File: src/rtl/exe_stage.sv
// Execute stage: Val2 shifter, ALU with NZCV status register, branch target adder,
// and the EXE/MEM pipeline register feeding the memory stage.
module exe_stage #(
    parameter int ADDRESS_LEN = 32
) (
    input  logic                   clk,
    input  logic                   rst,
    input  logic                   freeze,
    input  logic [ADDRESS_LEN-1:0] pc_in,
    input  logic [ADDRESS_LEN-1:0] val_rn,
    input  logic [ADDRESS_LEN-1:0] val_rm,
    input  logic                   immediate,
    input  logic [11:0]            shift_operand,
    input  logic [23:0]            signed_imm24,
    input  logic [3:0]             exe_cmd,
    input  logic                   s,
    input  logic                   b,
    input  logic                   mem_r_en,
    input  logic                   mem_w_en,
    input  logic                   wb_en,
    input  logic [3:0]             dst,
    output logic                   branch_taken,
    output logic [ADDRESS_LEN-1:0] branch_addr,
    output logic [3:0]             status_out,
    output logic [ADDRESS_LEN-1:0] alu_res_out,
    output logic [ADDRESS_LEN-1:0] val_rm_out,
    output logic [3:0]             dst_out,
    output logic                   wb_en_out,
    output logic                   mem_r_en_out,
    output logic                   mem_w_en_out
);

    localparam logic [3:0] OP_MOV = 4'b0001;
    localparam logic [3:0] OP_MVN = 4'b1001;
    localparam logic [3:0] OP_ADD = 4'b0010;
    localparam logic [3:0] OP_ADC = 4'b0011;
    localparam logic [3:0] OP_SUB = 4'b0100;
    localparam logic [3:0] OP_SBC = 4'b0101;
    localparam logic [3:0] OP_AND = 4'b0110;
    localparam logic [3:0] OP_ORR = 4'b0111;
    localparam logic [3:0] OP_EOR = 4'b1000;
    localparam int         MSB    = ADDRESS_LEN - 1;

    function automatic logic [ADDRESS_LEN-1:0] rotr(input logic [ADDRESS_LEN-1:0] v,
                                                    input logic [4:0] amt);
        return (v >> amt) | (v << (ADDRESS_LEN - 32'(amt)));
    endfunction

    function automatic logic [ADDRESS_LEN-1:0] shift_val(input logic [ADDRESS_LEN-1:0] v,
                                                         input logic [4:0] amt,
                                                         input logic [1:0] typ);
        logic signed [ADDRESS_LEN-1:0] v_s;
        v_s = $signed(v);
        case (typ)
            2'b00:   return v << amt;
            2'b01:   return v >> amt;
            2'b10:   return $unsigned(v_s >>> amt);
            default: return rotr(v, amt);
        endcase
    endfunction

    function automatic logic add_ovf(input logic a, input logic bb, input logic r);
        return (a == bb) && (r != a);
    endfunction

    function automatic logic sub_ovf(input logic a, input logic bb, input logic r);
        return (a != bb) && (r != a);
    endfunction

    logic [ADDRESS_LEN-1:0] val2;
    logic [ADDRESS_LEN:0]   sum;
    logic [ADDRESS_LEN-1:0] alu_res;
    logic                   c_new;
    logic                   v_new;
    logic                   op_valid;
    logic [3:0]             status_next;
    logic [ADDRESS_LEN-1:0] imm_sext;
    logic                   c_in;

    logic [3:0]             status_p1;
    logic [ADDRESS_LEN-1:0] alu_res_p1;
    logic [ADDRESS_LEN-1:0] val_rm_p1;
    logic [3:0]             dst_p1;
    logic                   wb_en_p1;
    logic                   mem_r_en_p1;
    logic                   mem_w_en_p1;

    assign c_in = status_p1[1];

    always_comb begin
        if (immediate) begin
            val2 = rotr(ADDRESS_LEN'(shift_operand[7:0]), {shift_operand[11:8], 1'b0});
        end else if (mem_r_en || mem_w_en) begin
            val2 = ADDRESS_LEN'(shift_operand);
        end else begin
            val2 = shift_val(val_rm, shift_operand[11:7], shift_operand[6:5]);
        end
    end

    // Subtraction uses Rn + ~Val2 + carry-in, so bit ADDRESS_LEN is NOT borrow directly.
    always_comb begin
        sum      = '0;
        alu_res  = '0;
        c_new    = status_p1[1];
        v_new    = status_p1[0];
        op_valid = 1'b1;
        case (exe_cmd)
            OP_MOV: alu_res = val2;
            OP_MVN: alu_res = ~val2;
            OP_AND: alu_res = val_rn & val2;
            OP_ORR: alu_res = val_rn | val2;
            OP_EOR: alu_res = val_rn ^ val2;
            OP_ADD, OP_ADC: begin
                sum     = {1'b0, val_rn} + {1'b0, val2}
                          + (ADDRESS_LEN+1)'((exe_cmd == OP_ADC) ? c_in : 1'b0);
                alu_res = sum[ADDRESS_LEN-1:0];
                c_new   = sum[ADDRESS_LEN];
                v_new   = add_ovf(val_rn[MSB], val2[MSB], alu_res[MSB]);
            end
            OP_SUB, OP_SBC: begin
                sum     = {1'b0, val_rn} + {1'b0, ~val2}
                          + (ADDRESS_LEN+1)'((exe_cmd == OP_SBC) ? c_in : 1'b1);
                alu_res = sum[ADDRESS_LEN-1:0];
                c_new   = sum[ADDRESS_LEN];
                v_new   = sub_ovf(val_rn[MSB], val2[MSB], alu_res[MSB]);
            end
            default: op_valid = 1'b0;
        endcase
        status_next = op_valid ? {alu_res[MSB], (alu_res == '0), c_new, v_new} : status_p1;
    end

    assign imm_sext     = {{(ADDRESS_LEN-24){signed_imm24[23]}}, signed_imm24};
    assign branch_addr  = pc_in + (imm_sext << 2);
    assign branch_taken = b;

    // EXE/MEM boundary
    always_ff @(posedge clk) begin
        if (rst) begin
            status_p1   <= '0;
            alu_res_p1  <= '0;
            val_rm_p1   <= '0;
            dst_p1      <= '0;
            wb_en_p1    <= 1'b0;
            mem_r_en_p1 <= 1'b0;
            mem_w_en_p1 <= 1'b0;
        end else if (!freeze) begin
            if (s) begin
                status_p1 <= status_next;
            end
            alu_res_p1  <= alu_res;
            val_rm_p1   <= val_rm;
            dst_p1      <= dst;
            wb_en_p1    <= wb_en;
            mem_r_en_p1 <= mem_r_en;
            mem_w_en_p1 <= mem_w_en;
        end
    end

    assign status_out   = status_p1;
    assign alu_res_out  = alu_res_p1;
    assign val_rm_out   = val_rm_p1;
    assign dst_out      = dst_p1;
    assign wb_en_out    = wb_en_p1;
    assign mem_r_en_out = mem_r_en_p1;
    assign mem_w_en_out = mem_w_en_p1;

endmodule

File: config.mk
export PLATFORM = sky130hd
export DESIGN_NAME = exe_stage
export DESIGN_NICKNAME = d
export VERILOG_FILES = /design/src/rtl/exe_stage.sv
export SDC_FILE = /design/constraint.sdc
export NUM_CORES = 1
export LEC_CHECK = 0
export ABC_CLOCK_PERIOD_IN_PS = 9100
export CAP_MARGIN = 20
export CORE_MARGIN = 2
export CORE_UTILIZATION = 30
export CTS_CLUSTER_DIAMETER = 80
export CTS_CLUSTER_SIZE = 40
export DETAILED_ROUTE_END_ITERATION = 8
export PLACE_DENSITY_LB_ADDON = 0.05
export SLEW_MARGIN = 25
export SYNTH_ARGS = -nofsm -noshare
export SYNTH_HDL_FRONTEND = slang
export SYNTH_SLANG_ARGS = --single-unit
File: constraint.sdc
create_clock -name clk -period 9.1 [get_ports clk]
set_clock_uncertainty 0.05 [all_clocks]
set_input_delay 1.82 -clock clk [delete_from_list [all_inputs] [get_ports clk]]
set_output_delay 1.82 -clock clk [all_outputs]
set_load 0.03 [all_outputs]
==> results.toml <==
[clock_network]
clock-root-buffer = "clkbuf_16"
cts_hold_buf = 0
cts_tree = "built"
clock-sinks = 75
clk_latency_ns = 0.38
cts_buffers = 9
clk_pin_slew_ns = 0.08
h-tree-depth = 3
cts_buffer_depth = 2

[route]
vias = 23890
drtAntennaViolNets = 0
drcViolationCount = 0
routed_wl_um = 118500
post_drt_wl_per_cell_um = 31.47
viasPerCell = 6.346
dr.pass1.iters = 6
drt_iter0_drc = 2850

[global_routing]
grtUsageMet3 = 0.07548
grt_antenna_before_repair = 2
grtUsageTotal = 0.3453
grt-busiest-layer = "met2"
use_met2 = 0.5231
grt-ovfl-total = 0
grt_pass1_vias = 23260
grt_pass1_wl_um = 169900
grt_start_max_net_pins = 70
grt_util_met1 = 0.4748

[place]
dp_slack_ns = -0.1585
portBuffers = 250
placed_cells = 3748
place_congestion = 1.022
place_area_um2 = 24290
dpl.hpwl_um = 94500

[cells_and_area]
drive_gt1_frac = 0.1840
fin_util = 0.3890
area_delta_synth_final_pct = 27.62
final_cell_mix = "314 x buf_4, 242 x clkdlybuf4s50_1, 240 x nor2_1"
final_cells = 3765
design_area_um2 = 24630
mostFrequentLayoutCell = "buf_4"
fin_nets = 3194

[job]
drv_cap = 0

[hold_path]
hp-class = "flop to flop"
min_from = "alu_res_out[31]"

[power_and_ir_drop]
p_per_area_nw_per_um2 = 107.6
cellInternalPower_mw = 1.309
clock_power_share = 0.154
switchingPower_mw = 1.342
p_comb_frac = 0.708
power.share.sequential = 0.138
p_total_mw = 2.651
swShare = 0.5061
p_leak_nw = 10.02
ir_worst_vdd_mv = 0.1475

[yosys]
async_flop_share = 0
syn_area_um2 = 19300
synth.ff_latch_count = 75
synth_mux_area_frac = 0.2258
yosysUniqueCellTypes = 103
synth_ff_type = "dfxtp_1"
synth_top_area_cell = "mux4_2"
yosysTopAreaCellShare = 0.09452
synth-simple-area-share = 0.2001
synth_fp_nets = 2850
synthXorXnorAreaFrac = 0.02308
synth-edff-count = 0
synthTopCellsByArea = "mux4_2 9.5%, mux2i_1 8.8%, ha_1 8.2%, dfxtp_1 7.8%, a21oi_1 5.1%"
synth_top_family_by_area = "compound AO/OA/AOI/OAI gates"
synth.avg_cell_area_um2 = 7.513
synth_fa_ha_area_frac = 0.08752
seq_area_frac_synth = 0.07780
synth-compound-area-share = 0.3016
netlist_instances = 2569
ys_warn_count = 0

[timing]
fin_crit_sh = 0.9815
max_freq_mhz = 112.0
setup_violations = 0
fin_crit_ns = 8.932
rsz0062_at_grt = "no"
hold_viol = 0
slew_viol_final = 0
relSlewSlack = 0.2116
worstMarginPinSlew_ns = 1.175
hold_slack_ns = 0.4110
fin_tns_setup_ns = 0
finalWorstSetupSlack_ns = 0.1683

[die]
dieArea_um2 = 66380
die_w_um = 257.6
core_area_um2 = 63310
placementRows = 92
die_y_um = 257.6
ioPinCount = 257
start_util = 0.3048

[critical_path]
worstPathArrival_ns = 9.20
slowest_delay_ns = 0.61
startpoint = "val_rm[21]"
cp.required_ns = 9.37
worstReg2RegStart = "status_out[1]"
critPathMaxFanout = 10
endpoint_kind = "flop"
crit_chain = "clkdlybuf4s50_1 -> buf_4 -> mux4_2 -> mux2i_1 -> buf_4 -> nor2_1 -> a211oi_2 -> a2bb2oi_1 -> or2_4 -> a21o_1 -> inv_1 -> ha_1 -> nor2b_1 -> o31a_1 -> o21ai_0 -> o31a_1 -> nor2_1 -> a211o_1 -> a21boi_0 -> o2111ai_1 -> or4_1 -> nor4_2 -> nand4_1 -> o21ai_1"
crit_path_start_kind = "input pin"
worstSetupPathType = "input pin to flop"
cp_slowest_cell = "or4_1"

[outcome]
status = "finished, final reports clean"
-- path summary, 6_finish.rpt --
kind	endpoint	slack (ns)	cells after the start
worst min-delay path	alu_res_out[31]	0.41	2
worst max register to register	status_out[2]	3.74	15
worst min register to register	alu_res_out[31]	0.41	2
worst max-delay path	status_out[2]	0.17	24
-- power groups by stage --
stage / sequential, mW / clock, mW / combinational [mW]
after detailed placement: 0.373 / 0 / 1.82
final: 0.365 / 0.408 / 1.88
after floorplan: 0.416 / 0 / 0.973
after global placement: 0.372 / 0 / 1.83
after global routing: 0.368 / 0.430 / 1.97
after CTS: 0.366 / 0.420 / 1.83
-- synth_stat cells (64+ instances only) --
| cell | instances |
|---|---|
| dfxtp_1 | 75 |
| nand3_1 | 64 |
| a21oi_1 | 195 |
| nor3_1 | 71 |
| clkbuf_1 | 155 |
| nor2_1 | 242 |
| o21ai_0 | 136 |
| mux2i_1 | 170 |
| nand2_1 | 170 |
| inv_1 | 130 |
| mux4_2 | 81 |
| ha_1 | 127 |
-- sequential cells by signal, summed over array words and instances (netlist names) --
name          flops
wb_en_out         1
mem_w_en_out      1
alu_res_out      32
status_out        4
val_rm_out       32
mem_r_en_out      1
dst_out           4
-- cell families after synthesis --
| group | count (synthesis) |
|---|---|
| AOI/OAI and AO/OA | 837 |
| and+or+nand+nor | 789 |
| buffers and inverters | 372 |
| muxes | 314 |
| adders and majority gates | 132 |
| DFF | 75 |
| xor gates and xnor gates | 50 |
-- what timing repair did --
item                       in CTS  in global routing
setup endpoints to repair       0                  1
resized for setup               0                  2
setup buffers                   0                  0
-- metal layers --
layer | wire length (um) | vias up
met2 | 50250 | 1434
met5 | 13 | -
met4 | 5263 | 2
li1 | - | 10450
met3 | 11190 | 236
met1 | 51770 | 11770
-- area by class of cell --
class / instances / area [um^2]
multi-input cells: 2122 / 16240
well taps: 846 / 1059
fillers: 6679 / 38680
clock buffers: 9 / 225.2
inverters: 134 / 503.0
diodes: 1 / 2.502
repair buffers: 571 / 5011
flip-flops and latches: 75 / 1501
clock inverters: 7 / 90.09
-- critical path: cells and delay by family --
family,cells,cell delay [ns]
AOI/OAI and AO/OA,10,3.15
adders and majority gates,1,0.27
buffers and inverters,4,1.13
muxes,2,0.98
and+or+nand+nor,7,1.82
(Power assumes the default switching activity.)
